[config.mk]
export PLATFORM = sky130hd
export DESIGN_NAME = mem_stage
export DESIGN_NICKNAME = d
export VERILOG_FILES = /design/src/rtl/riscv_pkg.sv /design/src/rtl/load_align.sv /design/src/rtl/mem_stage.sv
export SDC_FILE = /design/constraint.sdc
export NUM_CORES = 1
export LEC_CHECK = 0
export CAP_MARGIN = 5
export CORE_AREA = 2 2 103 105
export DETAILED_ROUTE_END_ITERATION = 8
export DIE_AREA = 0 0 105 107
export PLACE_DENSITY = 0.8
export SYNTH_ARGS = -nofsm -noshare
export SYNTH_HDL_FRONTEND = slang
export SYNTH_SLANG_ARGS = --single-unit
export TNS_END_PERCENT = 30
[constraint.sdc]
create_clock -name clk -period 7.5 [get_ports clk]
set_clock_uncertainty 0.2 [all_clocks]
set_input_delay 0.75 -clock clk [delete_from_list [all_inputs] [get_ports clk]]
set_output_delay 0.75 -clock clk [all_outputs]
set_load 0.01 [all_outputs]
[src/rtl/riscv_pkg.sv]
// Shared definitions for the memory stage: control-bit positions, load/store
// funct3 encodings, FSM state type and the default bus timeout.
package riscv_pkg;

  localparam int CTRL_REG_WRITE  = 0;
  localparam int CTRL_MEM_READ   = 1;
  localparam int CTRL_MEM_WRITE  = 2;
  localparam int CTRL_MEM_TO_REG = 3;

  localparam logic [2:0] F3_LB  = 3'b000;
  localparam logic [2:0] F3_LH  = 3'b001;
  localparam logic [2:0] F3_LW  = 3'b010;
  localparam logic [2:0] F3_LBU = 3'b100;
  localparam logic [2:0] F3_LHU = 3'b101;
  localparam logic [2:0] F3_SB  = 3'b000;
  localparam logic [2:0] F3_SH  = 3'b001;
  localparam logic [2:0] F3_SW  = 3'b010;

  localparam int TIMEOUT_DEFAULT = 255;

  typedef enum logic {
    S_IDLE,
    S_WAIT
  } mem_state_e;

endpackage

[src/rtl/load_align.sv]
// Load data extraction: shifts the addressed byte/half down to bit 0 and
// sign- or zero-extends according to funct3. Purely combinational.
module load_align
  import riscv_pkg::*;
(
  input  logic [31:0] rdata_i,
  input  logic [1:0]  addr_lo_i,
  input  logic [2:0]  funct3_i,
  output logic [31:0] data_o
);

  logic [31:0] shifted;

  always_comb begin
    shifted = rdata_i >> {addr_lo_i, 3'b000};
    case (funct3_i)
      F3_LB:   data_o = {{24{shifted[7]}}, shifted[7:0]};
      F3_LBU:  data_o = {24'h0, shifted[7:0]};
      F3_LH:   data_o = {{16{shifted[15]}}, shifted[15:0]};
      F3_LHU:  data_o = {16'h0, shifted[15:0]};
      default: data_o = shifted;  // word access is aligned, so no shift applies
    endcase
  end

endmodule

[src/rtl/mem_stage.sv]
// Pipeline memory stage: issues data-bus requests, stalls upstream while the
// bus is busy, aborts after TIMEOUT wait cycles. States: S_IDLE | accept op,
// S_WAIT | request held, waiting for ack or timeout.
module mem_stage
  import riscv_pkg::*;
#(
  parameter int TIMEOUT = TIMEOUT_DEFAULT
) (
  input  logic        clk,
  input  logic        rst_n,
  input  logic        ex_valid,
  input  logic [4:0]  ex_reg_addr,
  input  logic [7:0]  ex_control,
  input  logic [31:0] ex_alu_result,
  input  logic [31:0] ex_store_data,
  input  logic [2:0]  ex_funct3,
  output logic [4:0]  f_mem_reg_addr,
  output logic [7:0]  f_mem_control,
  output logic [31:0] f_mem_memdata,
  output logic [31:0] f_mem_regdata,
  output logic        stall_o,
  output logic        misalign_o,
  output logic        bus_err_o,
  output logic        dmem_req,
  output logic        dmem_we,
  output logic [31:0] dmem_addr,
  output logic [31:0] dmem_wdata,
  output logic [3:0]  dmem_be,
  input  logic        dmem_ack,
  input  logic [31:0] dmem_rdata
);

  localparam int CNT_W = $clog2(TIMEOUT + 1);

  mem_state_e       state_q, state_d;
  logic [CNT_W-1:0] cnt_q, cnt_d;
  logic             mem_op, is_load, is_store, is_byte, is_half, misalign, done;
  logic [31:0]      load_data;

  assign mem_op   = ex_valid & (ex_control[CTRL_MEM_READ] | ex_control[CTRL_MEM_WRITE]);
  assign is_load  = mem_op & ex_control[CTRL_MEM_READ];
  assign is_store = mem_op & ~ex_control[CTRL_MEM_READ];
  // LBU/LHU encodings mean nothing for stores, which then fall back to SW.
  assign is_byte  = (ex_funct3 == F3_LB) | (is_load & (ex_funct3 == F3_LBU));
  assign is_half  = (ex_funct3 == F3_LH) | (is_load & (ex_funct3 == F3_LHU));
  assign misalign = mem_op & (is_half ? ex_alu_result[0]
                                      : (~is_byte & (ex_alu_result[1:0] != 2'b00)));

  load_align u_load_align (
    .rdata_i   (dmem_rdata),
    .addr_lo_i (ex_alu_result[1:0]),
    .funct3_i  (ex_funct3),
    .data_o    (load_data)
  );

  always_ff @(posedge clk or negedge rst_n) begin
    if (!rst_n) begin
      state_q <= S_IDLE;
      cnt_q   <= '0;
    end else begin
      state_q <= state_d;
      cnt_q   <= cnt_d;
    end
  end

  always_comb begin
    state_d    = state_q;
    cnt_d      = cnt_q;
    stall_o    = 1'b0;
    misalign_o = 1'b0;
    bus_err_o  = 1'b0;
    dmem_req   = 1'b0;
    done       = 1'b0;
    if (rst_n) begin
      case (state_q)
        S_IDLE: begin
          if (mem_op) begin
            if (misalign) begin
              misalign_o = 1'b1;
            end else begin
              dmem_req = 1'b1;
              if (dmem_ack) begin
                done = 1'b1;
              end else begin
                stall_o = 1'b1;
                state_d = S_WAIT;
                cnt_d   = '0;
              end
            end
          end
        end
        S_WAIT: begin
          dmem_req = 1'b1;
          if (dmem_ack) begin
            done    = 1'b1;
            state_d = S_IDLE;
          end else if (cnt_q == CNT_W'(TIMEOUT)) begin
            dmem_req  = 1'b0;
            bus_err_o = 1'b1;
            state_d   = S_IDLE;
          end else begin
            stall_o = 1'b1;
            cnt_d   = cnt_q + CNT_W'(1);
          end
        end
        default: state_d = S_IDLE;
      endcase
    end
  end

  always_comb begin
    f_mem_reg_addr = '0;
    f_mem_control  = '0;
    f_mem_memdata  = '0;
    f_mem_regdata  = '0;
    if (rst_n && !stall_o) begin
      f_mem_reg_addr = ex_reg_addr;
      f_mem_control  = ex_control;
      f_mem_regdata  = ex_alu_result;
      if (misalign_o || bus_err_o) f_mem_control[2:0] = 3'b000;
      if (done && is_load) f_mem_memdata = load_data;
    end
  end

  always_comb begin
    dmem_we    = 1'b0;
    dmem_addr  = '0;
    dmem_wdata = '0;
    dmem_be    = 4'b0000;
    if (dmem_req) begin
      dmem_addr = {ex_alu_result[31:2], 2'b00};
      if (is_store) begin
        dmem_we = 1'b1;
        if (is_byte) begin
          dmem_be    = 4'b0001 << ex_alu_result[1:0];
          dmem_wdata = {4{ex_store_data[7:0]}};
        end else if (is_half) begin
          dmem_be    = 4'b0011 << ex_alu_result[1:0];
          dmem_wdata = {2{ex_store_data[15:0]}};
        end else begin
          dmem_be    = 4'b1111;
          dmem_wdata = ex_store_data;
        end
      end
    end
  end

endmodule

## Word level (Yosys, flattened, before mapping)

Index checks and enable logic that the tools add are counted.

- Bitwise logic cells: 13
- Shifts and indexed selects: 3
- Eq/ne operators: 9
- Reductions and logical operators: 7
- $add $sub $neg: 1
- Mux-type cells: 50

Operator list:

| operator | number |
|---|---|
| 32-bit 2-to-1 mux | 8 |
| 32-bit case mux with 4 select lines | 1 |
| 8-bit 2-to-1 mux | 6 |
| 32-bit by 5-bit >> shifter with 32-bit output | 1 |
| 1-bit 2-to-1 mux | 25 |
| 4-bit 2-to-1 mux | 4 |
| 8-bit case mux with 2 select lines | 1 |
| 2-bit inequality test (second input constant) | 5 |
| 8-bit by 1-bit adder with 8-bit output (second input constant) | 1 |
| 8-bit equality test (second input constant) | 1 |
| 1-bit AND | 7 |
| 3-bit equality test (second input constant) | 2 |
| 1-bit case mux with 2 select lines | 3 |
| 6-bit AND reduction | 1 |
| 5-bit 2-to-1 mux | 1 |
| 1-bit by 2-bit left shift with 4-bit output (first input constant) | 1 |
| 2-bit by 2-bit left shift with 4-bit output (first input constant) | 1 |
| 3-bit by 1-bit equality test with 1-bit output (second input constant) | 1 |
| 3-bit logical NOT | 1 |
| 3-bit 2-to-1 mux | 1 |
| 1-bit inverter | 3 |
| 1-bit bitwise OR | 3 |
| 1-bit logical AND | 2 |
| 2-bit nonzero test | 1 |
| 2 further kinds | 2 |

- Flip-flop bits (word level): 9
- Logic and storage cells: 85
- Output and inout port bits: 150
- Bits of input ports: 116

## Logic depth before layout (Yosys ltp)

Gate-level depths: netlist (run 1).

- Depth in word-level cells: 16
- Mapped depth: 10
- Depth with buffers taken out: 5

## Hierarchy

Synthesis (run 1) repeated with hierarchy kept, for this count alone.

- Cell total of the unflattened synthesis: 417
- Area, all modules: 2748.9 µm²

By module, submodules not included:

| module | cells an instance | times used | sequential area each (µm²) | area each (µm²) |
|---|---|---|---|---|
| mem_stage | 310 | 1 | 225.2 | 2054.5 |
| load_align | 107 | 1 | 0.0 | 694.4 |

## Worst setup path before layout (run 1)

No wires, ideal clock.

- Path kind: in2out
- From: in ex_alu_result[0]
- To: out f_mem_control[3]
- Buffers on the path: 4
- Cell stages on the path: 9
- Setup slack: 3.901 ns
- Data required time: 6.550 ns
- Arrival: 2.649 ns
- Path through: buf_2 buf_1 clkbuf_1 inv_1 ha_1 a211oi_2 o31a_2 buf_4 and2_1

- Cells in the longest elaborated chain, start to end: 11

Ends and longest elaborated chain:

| what | RTL line | source |
|---|---|---|
| start, declared | mem_stage.sv:14 | `input logic [31:0] ex_alu_result,` |
| 2-bit nonzero test | mem_stage.sv:47 | `: (~is_byte & (ex_alu_result[1:0] != 2'b00)));` |
| 1-bit AND | mem_stage.sv:47 |  |
| 1-bit 2-to-1 mux (*) | mem_stage.sv:46 | `assign misalign = mem_op & (is_half ? ex_alu_result[0]` |
| 1-bit AND (*) | mem_stage.sv:46 |  |
| 1-bit 2-to-1 mux (*) | mem_stage.sv:78 | `if (misalign) begin` |
| 1-bit 2-to-1 mux (*) | mem_stage.sv:77 | `if (mem_op) begin` |
| 1-bit case mux with 2 select lines (*) | mem_stage.sv:75 | `case (state_q)` |
| 1-bit 2-to-1 mux (*) | mem_stage.sv:74 | `if (rst_n) begin` |
| 1-bit logical NOT (*) | mem_stage.sv:116 | `if (rst_n && !stall_o) begin` |
| 1-bit logical AND (*) | mem_stage.sv:116 |  |
| 8-bit 2-to-1 mux (*) | mem_stage.sv:116 |  |
| end, declared | mem_stage.sv:18 | `output logic [7:0] f_mem_control,` |

Mark *: on every way between the ends. The rest lies on a longest branch, timed or not.

## Worst setup path in the final report (run 1)

- From: in ex_funct3[1]
- To: out dmem_wdata[27]

- Cells in the longest elaborated chain, start to end: 12
- Elaborated cells on any way between the ends: 20
- Those cells by class: 3 x eq/ne; 9 x mux; 7 x bitwise; 1 x reduce/logical

Ends and longest elaborated chain:

| what | RTL line | source |
|---|---|---|
| start, declared | mem_stage.sv:16 | `input logic [2:0] ex_funct3,` |
| 3-bit equality test | mem_stage.sv:44 | `assign is_byte = (ex_funct3 == F3_LB) \| (is_load & (ex_funct3 == F3_LBU));` |
| 1-bit AND | mem_stage.sv:44 |  |
| 1-bit bitwise OR | mem_stage.sv:44 |  |
| 1-bit inverter | mem_stage.sv:47 |  |
| 1-bit AND | mem_stage.sv:47 |  |
| 1-bit 2-to-1 mux | mem_stage.sv:46 |  |
| 1-bit AND | mem_stage.sv:46 |  |
| 1-bit 2-to-1 mux | mem_stage.sv:78 |  |
| 1-bit 2-to-1 mux | mem_stage.sv:77 |  |
| 1-bit case mux with 2 select lines | mem_stage.sv:75 |  |
| 1-bit 2-to-1 mux | mem_stage.sv:74 |  |
| 32-bit 2-to-1 mux (*) | mem_stage.sv:130 | `if (dmem_req) begin` |
| end, declared | mem_stage.sv:27 | `output logic [31:0] dmem_wdata,` |

Marked as above.

==> metrics.json, run 1 <==
{
  "setup_viol_count_final": {"value": 0},
  "die-height": {"value": 107, "unit": "um"},
  "area.growth.synth_to_final": {"value": 95.79, "unit": "%"},
  "hold-path-cell-count": {"value": 1},
  "critPathMostFrequentCell": {"value": "sky130_fd_sc_hd__clkdlybuf4s50_1"},
  "synth_largest_type_area_fraction": {"value": 0.1658},
  "drv_slew": {"value": 0},
  "globalRouteOverflowTotal": {"value": 0},
  "ys_async_sr_fraction": {"value": 1.000},
  "p_per_area": {"value": 75.68, "unit": "mW/mm2"},
  "post_cts_buffers": {"value": 0},
  "drt.antenna.violating_nets": {"value": 0},
  "cts_tree": {"value": "done"},
  "grt_start_max_net_pins": {"value": 43},
  "setup_slack": {"value": 2536, "unit": "ps"},
  "fin_crit_sh": {"value": 0.6619},
  "post_synth_main_area_contributors": {"value": "sky130_fd_sc_hd__and2_1 (17%), sky130_fd_sc_hd__dfrtp_1 (8.1%), sky130_fd_sc_hd__a2111oi_0 (6.9%)"},
  "global_route.usage.total": {"value": 0.2227},
  "floorplan.initialDensity": {"value": 0.2767},
  "wl_final": {"value": 13430, "unit": "um"},
  "final_cell_area": {"value": 0.005468, "unit": "mm2"},
  "htree_levels": {"value": 1},
  "fin_util": {"value": 0.5418},
  "numClockSinks": {"value": 9},
  "worst_hold_path_type": {"value": "reg -> reg"},
  "grt_pass1_wl": {"value": 20430, "unit": "um"},
  "post_synth_inst_count": {"value": 386},
  "synthesis.yosys.warnings": {"value": 0},
  "synth_ff_type": {"value": "sky130_fd_sc_hd__dfrtp_1"},
  "achievable_freq": {"value": 0.2014, "unit": "GHz"},
  "crit-reg2reg-launch": {"value": "state_q"},
  "cellLeakagePower": {"value": 0.001897, "unit": "uW"},
  "slowest_delay": {"value": 810, "unit": "ps"},
  "cts-root-buf": {"value": "sky130_fd_sc_hd__clkbuf_8"},
  "crit_path_start": {"value": "ex_funct3[1]"},
  "max_slew_margin": {"value": 0.2539},
  "post_cts_hold_buffer_count": {"value": 0},
  "power.ir.vdd_worst": {"value": 0.08512, "unit": "mV"},
  "syn-mean-instance-area": {"value": 7.235, "unit": "um2"},
  "synth.cell_area": {"value": 0.002793, "unit": "mm2"},
  "placement.setup.worst_slack": {"value": 2545, "unit": "ps"},
  "drc_errors": {"value": 0},
  "hold_path_end": {"value": "cnt_q[0]"},
  "drive_gt1_frac": {"value": 0.05511},
  "tightest_slew": {"value": 1119, "unit": "ps"},
  "io-pin-count": {"value": 266},
  "largest_area_contributor_in_the_synthesized_netlist": {"value": "sky130_fd_sc_hd__and2_1"},
  "cts-resized-gates": {"value": 0},
  "worstPathMaxFanout": {"value": 19},
  "clock_insertion_delay_worst_skew": {"value": 230, "unit": "ps"},
  "grt_pass1_vias": {"value": 3853},
  "detailedRoute.firstPassIterationCount": {"value": 4},
  "seq_area_frac_synth": {"value": 0.08065},
  "regToRegSetupSlack": {"value": 5360, "unit": "ps"},
  "synth_enable_flop_cells": {"value": 0},
  "hold_viol": {"value": 0},
  "timing.rr.end": {"value": "state_q"},
  "avgRoutedWirePerCell": {"value": 17.83, "unit": "um"},
  "number_of_antenna_violations_at_the_first_check_in_global_routing": {"value": 0},
  "core_area": {"value": 0.01009, "unit": "mm2"},
  "worstSetupPathType": {"value": "in -> out"},
  "via_count": {"value": 4008},
  "die_w": {"value": 105, "unit": "um"},
  "layout.filler_cells": {"value": 955},
  "buffers_on_ports": {"value": 263},
  "worstPathBufferInverterCount": {"value": 2},
  "worst_setup_hold_path_clk_slew": {"value": 40, "unit": "ps"},
  "grt_setup_unrepaired": {"value": "no"},
  "routabilityCongestion": {"value": 0.9543},
  "worstSetupEndpointType": {"value": "output port"},
  "cap_viol_max_count": {"value": 0},
  "outcome": {"value": "complete, no violations"},
  "via_per_inst": {"value": 5.323},
  "cp.arrival": {"value": 4010, "unit": "ps"},
  "min_period": {"value": 4964, "unit": "ps"},
  "die_area": {"value": 0.01124, "unit": "mm2"},
  "total_cts_buffers": {"value": 3},
  "insertedDiodeCount": {"value": 0},
  "critical_path.startpoint_type": {"value": "primary input"},
  "final_nets": {"value": 739},
  "detailed_place.area": {"value": 0.005423, "unit": "mm2"},
  "std_cell_rows": {"value": 37},
  "postSynthRegisterBits": {"value": 9},
  "yosys.cell_types.count": {"value": 61},
  "reg2regPathDepth": {"value": 4},
  "hpwlAfterDp": {"value": 10730, "unit": "um"},
  "hp-start": {"value": "cnt_q[0]"},
  "cts-root-to-sink-buffers": {"value": 2},
  "timing.setup.tns": {"value": 0, "unit": "ps"},
  "worst_ep_required_time": {"value": 6550, "unit": "ps"},
  "slowest_stage_cell_on_the_critical_path": {"value": "sky130_fd_sc_hd__clkdlybuf4s50_1"},
  "worst_path_dominant_cell_family": {"value": "buffers and inverters"},
  "first_iter_violations": {"value": 237},
  "critical_path_cell_by_cell": {"value": "clkdlybuf4s50_1, or2_1, nand2b_1, o221ai_1, a2111oi_1, clkdlybuf4s50_1"}
}
-- final cells by class --
class / instances / area [um2] / area share
multi-input cells: 324 / 2308 / 0.4222
repair buffers: 269 / 2678 / 0.4897
well taps: 136 / 170.2 / 0.03112
flip-flops and latches: 9 / 225.2 / 0.04119
clock buffers: 4 / 45.04 / 0.008238
inverters: 11 / 41.29 / 0.007551
-- metrics by stage --
stage | std cells | power, uW | hold slack, ps
floorplan | 387 | 208.7 | 254.4
global placement | 749 | 350.9 | 291.1
detailed placement | 749 | 356.5 | 305.4
CTS | 753 | 416.0 | 311.2
global route | 753 | 444.8 | 342.9
finish | 753 | 413.8 | 305.1
-- worst max-delay path by stage --
stage	cells past startpoint	endpoint	slack, ps
finish	6	dmem_wdata[27]	2540
floorplan	9	f_mem_control[3]	3900
global route	6	dmem_wdata[25]	2320
global placement	6	dmem_wdata[29]	2620
CTS	6	dmem_wdata[28]	2530
detailed placement	6	dmem_wdata[28]	2550
-- sequential cells by signal (all words and copies together) (netlist names) --
signal   count
state_q      1
cnt_q        8
-- cell usage after synthesis (5+ instances only) --
library cell and number:
sky130_fd_sc_hd__a211oi_1 7, sky130_fd_sc_hd__clkbuf_1 16, sky130_fd_sc_hd__a21oi_1 20, sky130_fd_sc_hd__nor3_1 9, sky130_fd_sc_hd__buf_2 11, sky130_fd_sc_hd__nor2_1 7
sky130_fd_sc_hd__mux2_2 8, sky130_fd_sc_hd__nor4_1 23, sky130_fd_sc_hd__and2_1 74, sky130_fd_sc_hd__nand4_1 5, sky130_fd_sc_hd__o221ai_1 8, sky130_fd_sc_hd__ha_1 5
sky130_fd_sc_hd__a2111oi_1 9, sky130_fd_sc_hd__dfrtp_1 9, sky130_fd_sc_hd__nor2b_1 10, sky130_fd_sc_hd__inv_1 10, sky130_fd_sc_hd__a2111oi_0 22, sky130_fd_sc_hd__o2bb2ai_1 7
sky130_fd_sc_hd__buf_4 11, sky130_fd_sc_hd__nor4b_1 8, sky130_fd_sc_hd__mux2i_1 19, sky130_fd_sc_hd__nand2_1 30
-- cell usage in the layout (no fill, tap or decap), types with 2 or more instances in the layout --
cell,n
sky130_fd_sc_hd__mux2_2,8
sky130_fd_sc_hd__a211oi_1,7
sky130_fd_sc_hd__mux2i_1,19
sky130_fd_sc_hd__inv_1,10
sky130_fd_sc_hd__nor3_1,9
sky130_fd_sc_hd__nor2_1,7
sky130_fd_sc_hd__o21ai_0,2
sky130_fd_sc_hd__nor3_2,2
sky130_fd_sc_hd__buf_4,6
sky130_fd_sc_hd__o221ai_1,8
sky130_fd_sc_hd__and2_1,74
sky130_fd_sc_hd__clkbuf_8,3
sky130_fd_sc_hd__dfrtp_1,9
sky130_fd_sc_hd__clkdlybuf4s50_1,263
sky130_fd_sc_hd__nand4_1,5
sky130_fd_sc_hd__a2111oi_1,9
sky130_fd_sc_hd__a2111oi_0,22
sky130_fd_sc_hd__conb_1,2
sky130_fd_sc_hd__a21oi_1,20
sky130_fd_sc_hd__nor4b_1,8
sky130_fd_sc_hd__nor2b_1,10
sky130_fd_sc_hd__o31ai_1,2
sky130_fd_sc_hd__nand2_1,30
sky130_fd_sc_hd__a31oi_1,4
sky130_fd_sc_hd__and3_1,4
sky130_fd_sc_hd__o2bb2ai_1,7
sky130_fd_sc_hd__nand3_1,3
sky130_fd_sc_hd__o22ai_1,4
sky130_fd_sc_hd__nand2b_1,4
sky130_fd_sc_hd__nor4_1,23
sky130_fd_sc_hd__ha_1,5
-- power breakdown --
group	internal (uW)	switching [uW]	total (uW)	leakage [uW]
Sequential	58.7	10.8	69.5	0.000119
Clock	37.0	19.2	56.2	0.0000228
Combinational	153	135	288	0.00175
-- metal layers --
| metal | vias to the layer above | wire (um) | track usage |
|---|---|---|---|
| li1 | 1925 | - | - |
| met1 | 1863 | 5375 | 0.2789 |
| met2 | 192 | 6755 | 0.3864 |
| met3 | 28 | 978 | 0.04802 |
| met4 | 0 | 318 | 0.05905 |
| met5 | - | 0 | 0 |
-- kinds of logic after synthesis --
group,after synthesis,synth area share
AO/OA/AOI/OAI,100,0.2845
adder cells (fa/ha/maj),5,0.02240
buffers and inverters,54,0.1008
flip-flops,9,0.08065
multiplexers,28,0.1084
other,1,0.001343
AND/OR/NAND/NOR,189,0.4019
Power figures use the tool's default switching activity.
==> run 2: changes to the inputs <==
Settings changed: CORE_AREA 2 2 103 105 to unset, CORE_MARGIN set to 2, CORE_UTILIZATION set to 28, DIE_AREA 0 0 105 107 to unset, PLACE_DENSITY 0.8 to 0.84.
Clock period 7.5 ns to 4.06 ns, I/O delays scaled along.
==> metrics.json, run 2 (synthesis results as in run 1) <==
{
  "io-pin-count": {"value": 266, "change": "unchanged"},
  "worst_path_dominant_cell_family": {"value": "buffers and inverters"},
  "p_per_area": {"value": 140.0, "unit": "mW/mm2", "change": "+85%"},
  "fin_crit_sh": {"value": 0.9452},
  "die-height": {"value": 103.9, "unit": "um", "change": "-2.9%"},
  "avgRoutedWirePerCell": {"value": 17.42, "unit": "um", "change": "-2.3%"},
  "worstSetupPathType": {"value": "in -> out"},
  "worst_hold_path_type": {"value": "reg -> reg"},
  "hold_viol": {"value": 0, "change": "unchanged"},
  "global_route.usage.total": {"value": 0.2302, "change": "+0.007478"},
  "critPathMostFrequentCell": {"value": "sky130_fd_sc_hd__clkdlybuf4s50_1"},
  "largest_register_ffs": {"value": 8, "change": "unchanged"},
  "die_w": {"value": 103.9, "unit": "um", "change": "-1.1%"},
  "slowest_stage_cell_on_the_critical_path": {"value": "sky130_fd_sc_hd__clkdlybuf4s50_1"},
  "total_power": {"value": 777.3, "unit": "uW", "change": "+88%"},
  "drt.antenna.violating_nets": {"value": 0, "change": "unchanged"},
  "timing.setup.tns": {"value": 0, "unit": "ps", "change": "unchanged"},
  "critical_path.startpoint_type": {"value": "primary input"},
  "via_count": {"value": 4066, "change": "+1.4%"},
  "cp.arrival": {"value": 3230, "unit": "ps", "change": "-780 ps"},
  "globalRouteOverflowTotal": {"value": 0, "change": "unchanged"},
  "numClockSinks": {"value": 9, "change": "unchanged"},
  "final_common_cell": {"value": "sky130_fd_sc_hd__clkdlybuf4s50_1"},
  "tightest_slew": {"value": 716.8, "unit": "ps", "change": "-402.4 ps"},
  "layout.filler_cells": {"value": 887, "change": "-7.1%"},
  "whs": {"value": 312.2, "unit": "ps", "change": "+7.032 ps"},
  "wl_final": {"value": 13220, "unit": "um", "change": "-1.5%"},
  "drive_gt1_frac": {"value": 0.06869, "change": "+0.01358"},
  "cap_viol_max_count": {"value": 0, "change": "unchanged"},
  "worstPathBufferInverterCount": {"value": 4, "change": "+2"},
  "worst_ep_required_time": {"value": 3450, "unit": "ps", "change": "-3100 ps"},
  "std_cell_rows": {"value": 36, "change": "-2.7%"},
  "cts_tree": {"value": "done"},
  "first_iter_violations": {"value": 243, "change": "+2.5%"},
  "area.growth.synth_to_final": {"value": 98.79, "unit": "%"},
  "biggestRegsByFlops": {"value": "cnt_q (8), state_q (1)"},
  "critical_path_cell_by_cell": {"value": "clkdlybuf4s50_1, inv_2, ha_1, a21o_1, a21oi_4, buf_12, a2111oi_0, clkdlybuf4s50_1"},
  "die_area": {"value": 0.01079, "unit": "mm2", "change": "-4.0%"},
  "layout_common_cells": {"value": "sky130_fd_sc_hd__clkdlybuf4s50_1 (263), sky130_fd_sc_hd__and2_1 (74), sky130_fd_sc_hd__nand2_1 (30), sky130_fd_sc_hd__nor4_1 (23), sky130_fd_sc_hd__a2111oi_0 (22)"},
  "fin_util": {"value": 0.5706, "change": "+0.02882"},
  "min_period": {"value": 3838, "unit": "ps"},
  "cts-resized-gates": {"value": 0, "change": "unchanged"},
  "worstPathMaxFanout": {"value": 69, "change": "+50"},
  "worst_setup_hold_path_clk_slew": {"value": 40, "unit": "ps", "change": "about the same"},
  "floorplan.initialDensity": {"value": 0.2870, "change": "+0.01032"},
  "number_of_antenna_violations_at_the_first_check_in_global_routing": {"value": 0, "change": "unchanged"},
  "most_flop_heavy_register": {"value": "cnt_q"},
  "power.ir.vdd_worst": {"value": 0.1347, "unit": "mV", "change": "+58%"},
  "grt_setup_unrepaired": {"value": "no"},
  "core_area": {"value": 0.009729, "unit": "mm2", "change": "-3.6%"},
  "grt_start_max_net_pins": {"value": 70, "change": "+63%"},
  "achievable_freq": {"value": 0.2606, "unit": "GHz"},
  "drv_slew": {"value": 0, "change": "unchanged"},
  "cts-root-to-sink-buffers": {"value": 2, "change": "unchanged"},
  "clock_insertion_delay_worst_skew": {"value": 240, "unit": "ps", "change": "about the same"},
  "cts-root-buf": {"value": "sky130_fd_sc_hd__clkbuf_8"},
  "detailedRoute.firstPassIterationCount": {"value": 4, "change": "unchanged"},
  "buffers_on_ports": {"value": 263, "change": "unchanged"},
  "grt_pass1_wl": {"value": 20920, "unit": "um", "change": "+2.4%"},
  "worstSetupEndpointType": {"value": "output port"},
  "max_slew_margin": {"value": 0.5205, "change": "+0.2666"},
  "setup_viol_count_final": {"value": 0, "change": "unchanged"},
  "post_cts_hold_buffer_count": {"value": 0, "change": "unchanged"},
  "hpwlAfterDp": {"value": 10440, "unit": "um", "change": "-2.7%"},
  "slowest_delay": {"value": 640, "unit": "ps", "change": "-170 ps"},
  "htree_levels": {"value": 1, "change": "unchanged"},
  "total_cts_buffers": {"value": 3, "change": "unchanged"},
  "drc_errors": {"value": 0, "change": "unchanged"},
  "final_nets": {"value": 748, "change": "+1.2%"},
  "cellLeakagePower": {"value": 0.001951, "unit": "uW", "change": "+2.9%"},
  "insertedDiodeCount": {"value": 0, "change": "unchanged"},
  "routabilityCongestion": {"value": 0.9083, "change": "-4.8%"},
  "post_cts_buffers": {"value": 0, "change": "unchanged"},
  "outcome": {"value": "complete, no violations"},
  "via_per_inst": {"value": 5.357, "change": "+0.65%"},
  "grt_pass1_vias": {"value": 3897, "change": "+1.1%"}
}
[run 2: changes by cell type in the layout (fill, tap and decap cells not counted), sizes merged]
cell,change
buf,+9
[run 2: cell type report]
class | instances | area [um2] | area share
inverter | 11 | 41.29 | 0.007437
tap | 133 | 166.4 | 0.02998
multi-input combinational | 324 | 2316 | 0.4172
timing repair buffer | 278 | 2758 | 0.4967
clock buffer | 4 | 45.04 | 0.008114
sequential | 9 | 225.2 | 0.04057
[run 2: routing by layer]
layer / up-vias / part of all wire / routed length, um / GRT usage
met3: 15 / 0.069 / 914 / 0.03759
li1: 1963 / - / - / -
met1: 1892 / 0.42 / 5574 / 0.2905
met4: 0 / 0.016 / 210 / 0.04633
met2: 196 / 0.49 / 6520 / 0.4126
met5: - / 0 / 0 / 0
[run 2: where the power goes]
| group | leakage (uW) | internal [uW] | switching [uW] |
|---|---|---|---|
| Combinational | 0.00181 | 293 | 251 |
| Clock | 0.0000228 | 68.5 | 36.4 |
| Sequential | 0.000119 | 108 | 20.2 |
[run 2: metrics by stage]
stage                     instance area (um2)  std cells  worst slack [ps]
after floorplan                          2796        387              1149
after global placement                   5499        755             232.5
after detailed placement                 5499        755             64.72
after CTS                                5544        759             74.61
after global routing                     5552        759             135.9
final                                    5552        759             222.5
[run 2: worst paths after layout]
check / to / slack [ps] / cells past startpoint / from
max: f_mem_memdata[0] / 220 / 8 / ex_alu_result[1]
min: cnt_q[0] / 310 / 1 / cnt_q[0]
max reg2reg: state_q / 1940 / 5 / state_q
min reg2reg: cnt_q[0] / 310 / 1 / cnt_q[0]
max in group asynchronous: cnt_q[3] / 3040 / 2 / rst_n
min in group asynchronous: state_q / 450 / 2 / rst_n
[run 2: worst reg2reg max path, stage by stage (launching register included)]
cell                       delay (ps)
sky130_fd_sc_hd__dfrtp_1          650
sky130_fd_sc_hd__nand4_1          290
sky130_fd_sc_hd__o311ai_0         460
sky130_fd_sc_hd__nor3_2            70
sky130_fd_sc_hd__buf_4            190
sky130_fd_sc_hd__o21bai_1         150
==> patch 1: new RTL, settings of run 1 <==
Change the package constant `TIMEOUT_DEFAULT` from 255 to 510.
--- a/src/rtl/riscv_pkg.sv
+++ b/src/rtl/riscv_pkg.sv
@@ -18,3 +18,3 @@
 
-  localparam int TIMEOUT_DEFAULT = 255;
+  localparam int TIMEOUT_DEFAULT = 510;
 
Function: same outputs for any inputs over 4 cycles, from zero or initial values and one cycle with rst_n low; that may be too few to reach the edited logic, so the function may still have changed.
==> patch 1 against run 1 <==
  * Via count increased by 0.77%
  * Routed wire length up 2.8%
  * Largest power group unchanged
  * Non-clock buffer count decreased by 3
  * Total power shrank 13%
  * Sequential power decreased by 8.5%
  * Design area down 2.6%
  * Synthesized area fell by 5.4%
  * Die area unchanged
  * First-iteration DRC count increased by 29%
  * Sequential share of layout area is 0.58 points higher
  * Worst setup slack lost 0.26 ns
  * Highest routed layer unchanged
  * Sequential cell count grew 1
  * Fmax down 5.0%
  * Critical endpoint is now f_mem_regdata[14]
==> patch 1: results (changes against run 1) <==
Placed design
  – Dpl hpwl: 11200 µm (+4.1%)
  – Placed insts: 781 (+4.3%)
  – Final Wtd Congestion: 0.934 (-2.1%)

GRT
  – First-pass GRT wire length: 20400 µm (about the same)
  – Grt met3 use: 3.95% (-0.85 points)
  – Largest net degree at the start of global routing: 62 (+44%)
  – Gr usage total: 22.4% (+0.16 points)
  – Vias in the first global route: 3746 (-2.8%)

Logic synthesis
  – Synth cell count leaders: 62 x nand2_1, 52 x and3_1, 44 x a21oi_1, 43 x nor2_1, 31 x and2_1
  – Mux share of post-synthesis cell area: 7.67% (-3.2 points)
  – Register bit total from synthesis: 10 (+1)
  – Post-Syn Instances: 416 (+7.8%)
  – Synth Area in Compound Gates: 24.3% (-4.2 points)
  – Seq/Total Area, Yosys: 9.47% (+1.4 points)
  – Synth Area in Adders: 2.84% (+0.60 points)
  – Synth top area cells: and3_1 12%, dfrtp_1 9.5%, nand2_1 8.8%

Min path
  – Hold Crit Start: cnt_q[7]$_DFFE_PN0P_
  – WHS Endpoint: cnt_q[7]$_DFFE_PN0P_

Finish
  – Seq area share: 4.70% (+0.58 points)
  – Multi-input gates: 362 (+12%)
  – ClkCell Share: 0.776% (-0.048 points)
  – Buffering overhead: 49.8% (+0.81 points)
  – Number of nets in the layout: 772 (+4.5%)
  – Footprint of the multi-input gates: 2190 µm² (-5.3%)
  – Regs by FF count: cnt_q: 9 flops, state_q: 1 flops
  – Layout cells sized above 1: 3.70% (-1.8 points)

Power and ir drop
  – PwrDens: 67.7 nW/µm² (-11%)
  – Total sequential power: 0.0636 mW (-8.5%)
  – Worst vdd ir: 0.0427 mV (-50%)
  – Logic pwr share: 66.3% (-3.3 points)
  – Leak: 2.15 nW (+13%)
  – P_sw: 0.136 mW (-17%)

Critical path
  – R2r endpoint: cnt_q[1]$_DFFE_PN0P_
  – Crit path to: f_mem_regdata[14]
  – Flop2flop setup slack: 5.11 ns (-0.25 ns)
  – R2R depth: 6 (+2)
  – Arr. time, crit path: 4.28 ns (+0.27 ns)

Timing
  – Hold_ws: 0.337 ns (+0.0323 ns)
  – Slew headroom: 16.1% (-9.3 points)

Status
  – Status: finished, final reports clean

Detailed routing
  – Vias: 4039 (+0.77%)
  – DRT Pass-1 Iters: 5 (+1)
  – WL met2: 7150 µm (+5.8%)
  – Drt initial violations: 305 (+29%)
  – Total wire length: 13800 µm (+2.8%)
  – DR WL/cell: 17.6 µm (-1.3%)
==> patch 1: cell types whose count changed in the layout (fill, tap and decap cells not counted), moves of 9 or more <==
cell,delta
nor2_1,+36
nor4_1,-23
and3_1,+48
nor2_4,+9
and2_1,-43
a2111oi_1,-9
a2111oi_0,-22
a21oi_1,+24
o21ai_0,+11
nand2_1,+32
==> patch 1: worst max-delay path, stage by stage <==
cell and delay (ns):
clkdlybuf4s50_1 0.46, buf_4 0.37, inv_1 0.19, ha_1 0.27
a21oi_2 0.21, o21a_1 0.18, nand2b_1 0.94, and3_1 0.33
clkdlybuf4s50_1 0.55
==> patch 1: stage by stage <==
step	setup slack, ns	cell area [µm²]
global placement	2.35	5280
global route	1.99	5320
detailed placement	2.31	5280
finish	2.27	5320
floorplan	3.53	2650
CTS	2.29	5320
==> patch 2: new RTL, settings of run 1 <==
Made on the original files. Make the reset (`rst_n`) synchronous in one clocked block.
--- a/src/rtl/mem_stage.sv
+++ b/src/rtl/mem_stage.sv
@@ -55,3 +55,3 @@
 
-  always_ff @(posedge clk or negedge rst_n) begin
+  always_ff @(posedge clk) begin
     if (!rst_n) begin
Function: same outputs for any inputs over 4 cycles, from zero or initial values and one cycle with rst_n low; that may be too few to reach the edited logic, so the function may still have changed.
==> patch 2 against run 1 <==
  * Count of clock-buffer cells in the layout unchanged
  * Combinational power is 17% lower
  * Total power fell by 17%
  * Worst hold slack better by 0.020 ns
  * Routed wire length increased by 3.6%
  * Synthesized area decreased by 1.3%
  * Synthesized cell count rose by 3.9%
  * Critical path depth rose by 4
  * First-iteration DRC count is 18% lower
  * Global-route usage rose by 0.93 points
  * Design area fell by 0.16%
  * Utilization down 0.087 points
  * Sequential cell count did not move
  * Worst setup slack got worse by 0.56 ns
  * Critical path type unchanged
==> patch 2: results (changes against run 1) <==
Status
  – Status: finished, final reports clean

Critical path
  – CP Launch Point: ex_alu_result[1]
  – Crit-path max FO: 39 (+20)
  – R2R depth: 5 (+1)
  – Flop2flop setup slack: 5.38 ns (+0.02 ns)
  – Largest stage delay, worst path: 0.76 ns (-0.05 ns)
  – R2r endpoint: cnt_q[4]$_SDFFE_PN0P_
  – Arr. time, crit path: 4.58 ns (+0.57 ns)
  – Crit-path slowest cell: or4_4
  – Crit path to: dmem_wdata[0]
  – Reg2reg start: cnt_q[0]$_SDFFE_PN0P_

Power and ir drop
  – Leak: 1.94 nW (+2.3%)
  – Clk pwr: 0.0566 mW (+0.7%)
  – Worst vdd ir: 0.0608 mV (-29%)
  – Comb pwr: 0.238 mW (-17%)
  – Cell Int Power: 0.214 mW (-14%)
  – Total sequential power: 0.0488 mW (-30%)

Logic synthesis
  – Primary FF master, synth: dfxtp_1
  – Fraction of registers with async set or reset after synthesis: 0% (-100 points)
  – Synth top area cells: and2_1 16%, mux2i_1 14%, nor3_1 8.0%
  – Average size of a mapped cell: 6.88 µm² (-4.9%)
  – Yosys cell types: 51 (-16%)
  – Synth cell count leaders: 71 x and2_1, 44 x nor3_1, 38 x mux2i_1, 37 x nor2_1, 20 x clkbuf_1
  – Seq/Total Area, Yosys: 6.53% (-1.5 points)

Finish
  – Layout cells sized above 1: 5.36% (-0.15 points)
  – Number of nets in the layout: 756 (+2.3%)

Detailed routing
  – DR WL/cell: 18.1 µm (+1.3%)
  – WL met2: 7010 µm (+3.7%)
  – DR WL met3: 1210 µm (+24%)
  – Via density per instance: 5.23 (-1.8%)
  – Vias: 4024 (+0.40%)
  – Routed metal-1 wire length: 5200 µm (-3.2%)

Placed design
  – Final Wtd Congestion: 0.905 (-5.2%)
  – Placed inst area: 5410 µm² (-0.16%)
  – Pre-CTS setup slack: 2.01 ns (-0.533 ns)
  – Dpl hpwl: 11100 µm (+3.8%)
  – Placed insts: 766 (+2.3%)

GRT
  – First-pass GRT wire length: 21000 µm (+3.0%)
  – Met2 GRT Util: 42.8% (+4.2 points)
  – Largest net degree at the start of global routing: 41 (-4.7%)
  – Grt met3 use: 5.23% (+0.43 points)
  – Gr usage total: 23.2% (+0.93 points)
  – GRT met1 Usage: 25.4% (-2.5 points)
  – Vias in the first global route: 3875 (+0.57%)

Timing
  – Hold_ws: 0.325 ns (+0.0198 ns)
  – Slew @ Worst Pin: 1.20 ns (+0.0850 ns)

Min path
  – Hold Crit Start: cnt_q[0]$_SDFFE_PN0P_
  – Worst Hold Class: flip-flop to flip-flop
  – Hold Path Stages: 2 (+1)
  – WHS Endpoint: cnt_q[0]$_SDFFE_PN0P_
==> patch 2: changes by cell type in the layout (fill, tap and decap cells not counted), moves of 16 or more <==
cell and change:
a2111oi_0 -19, mux2i_1 +19, nand2_1 -16, nor2_1 +29, nor3_1 +35, nor4_1 -22
==> patch 2: kinds of logic after synthesis <==
group | after synthesis | synth area share, %
buffers and inverters | 52 | 8.58
adder cells (fa/ha/maj) | 5 | 2.27
AND/OR/NAND/NOR | 209 | 41.4
multiplexers | 46 | 17.5
flip-flops | 9 | 6.53
AO/OA/AOI/OAI | 79 | 23.6
other | 1 | 0.136
==> patch 2: final cells by class <==
cell class / instances / area (µm²)
fillers: 973 / 4630
repair buffers: 268 / 2670
multi-input cells: 341 / 2350
flip-flops and latches: 9 / 180
well taps: 136 / 170
clock buffers: 4 / 45.0
inverters: 12 / 45.0
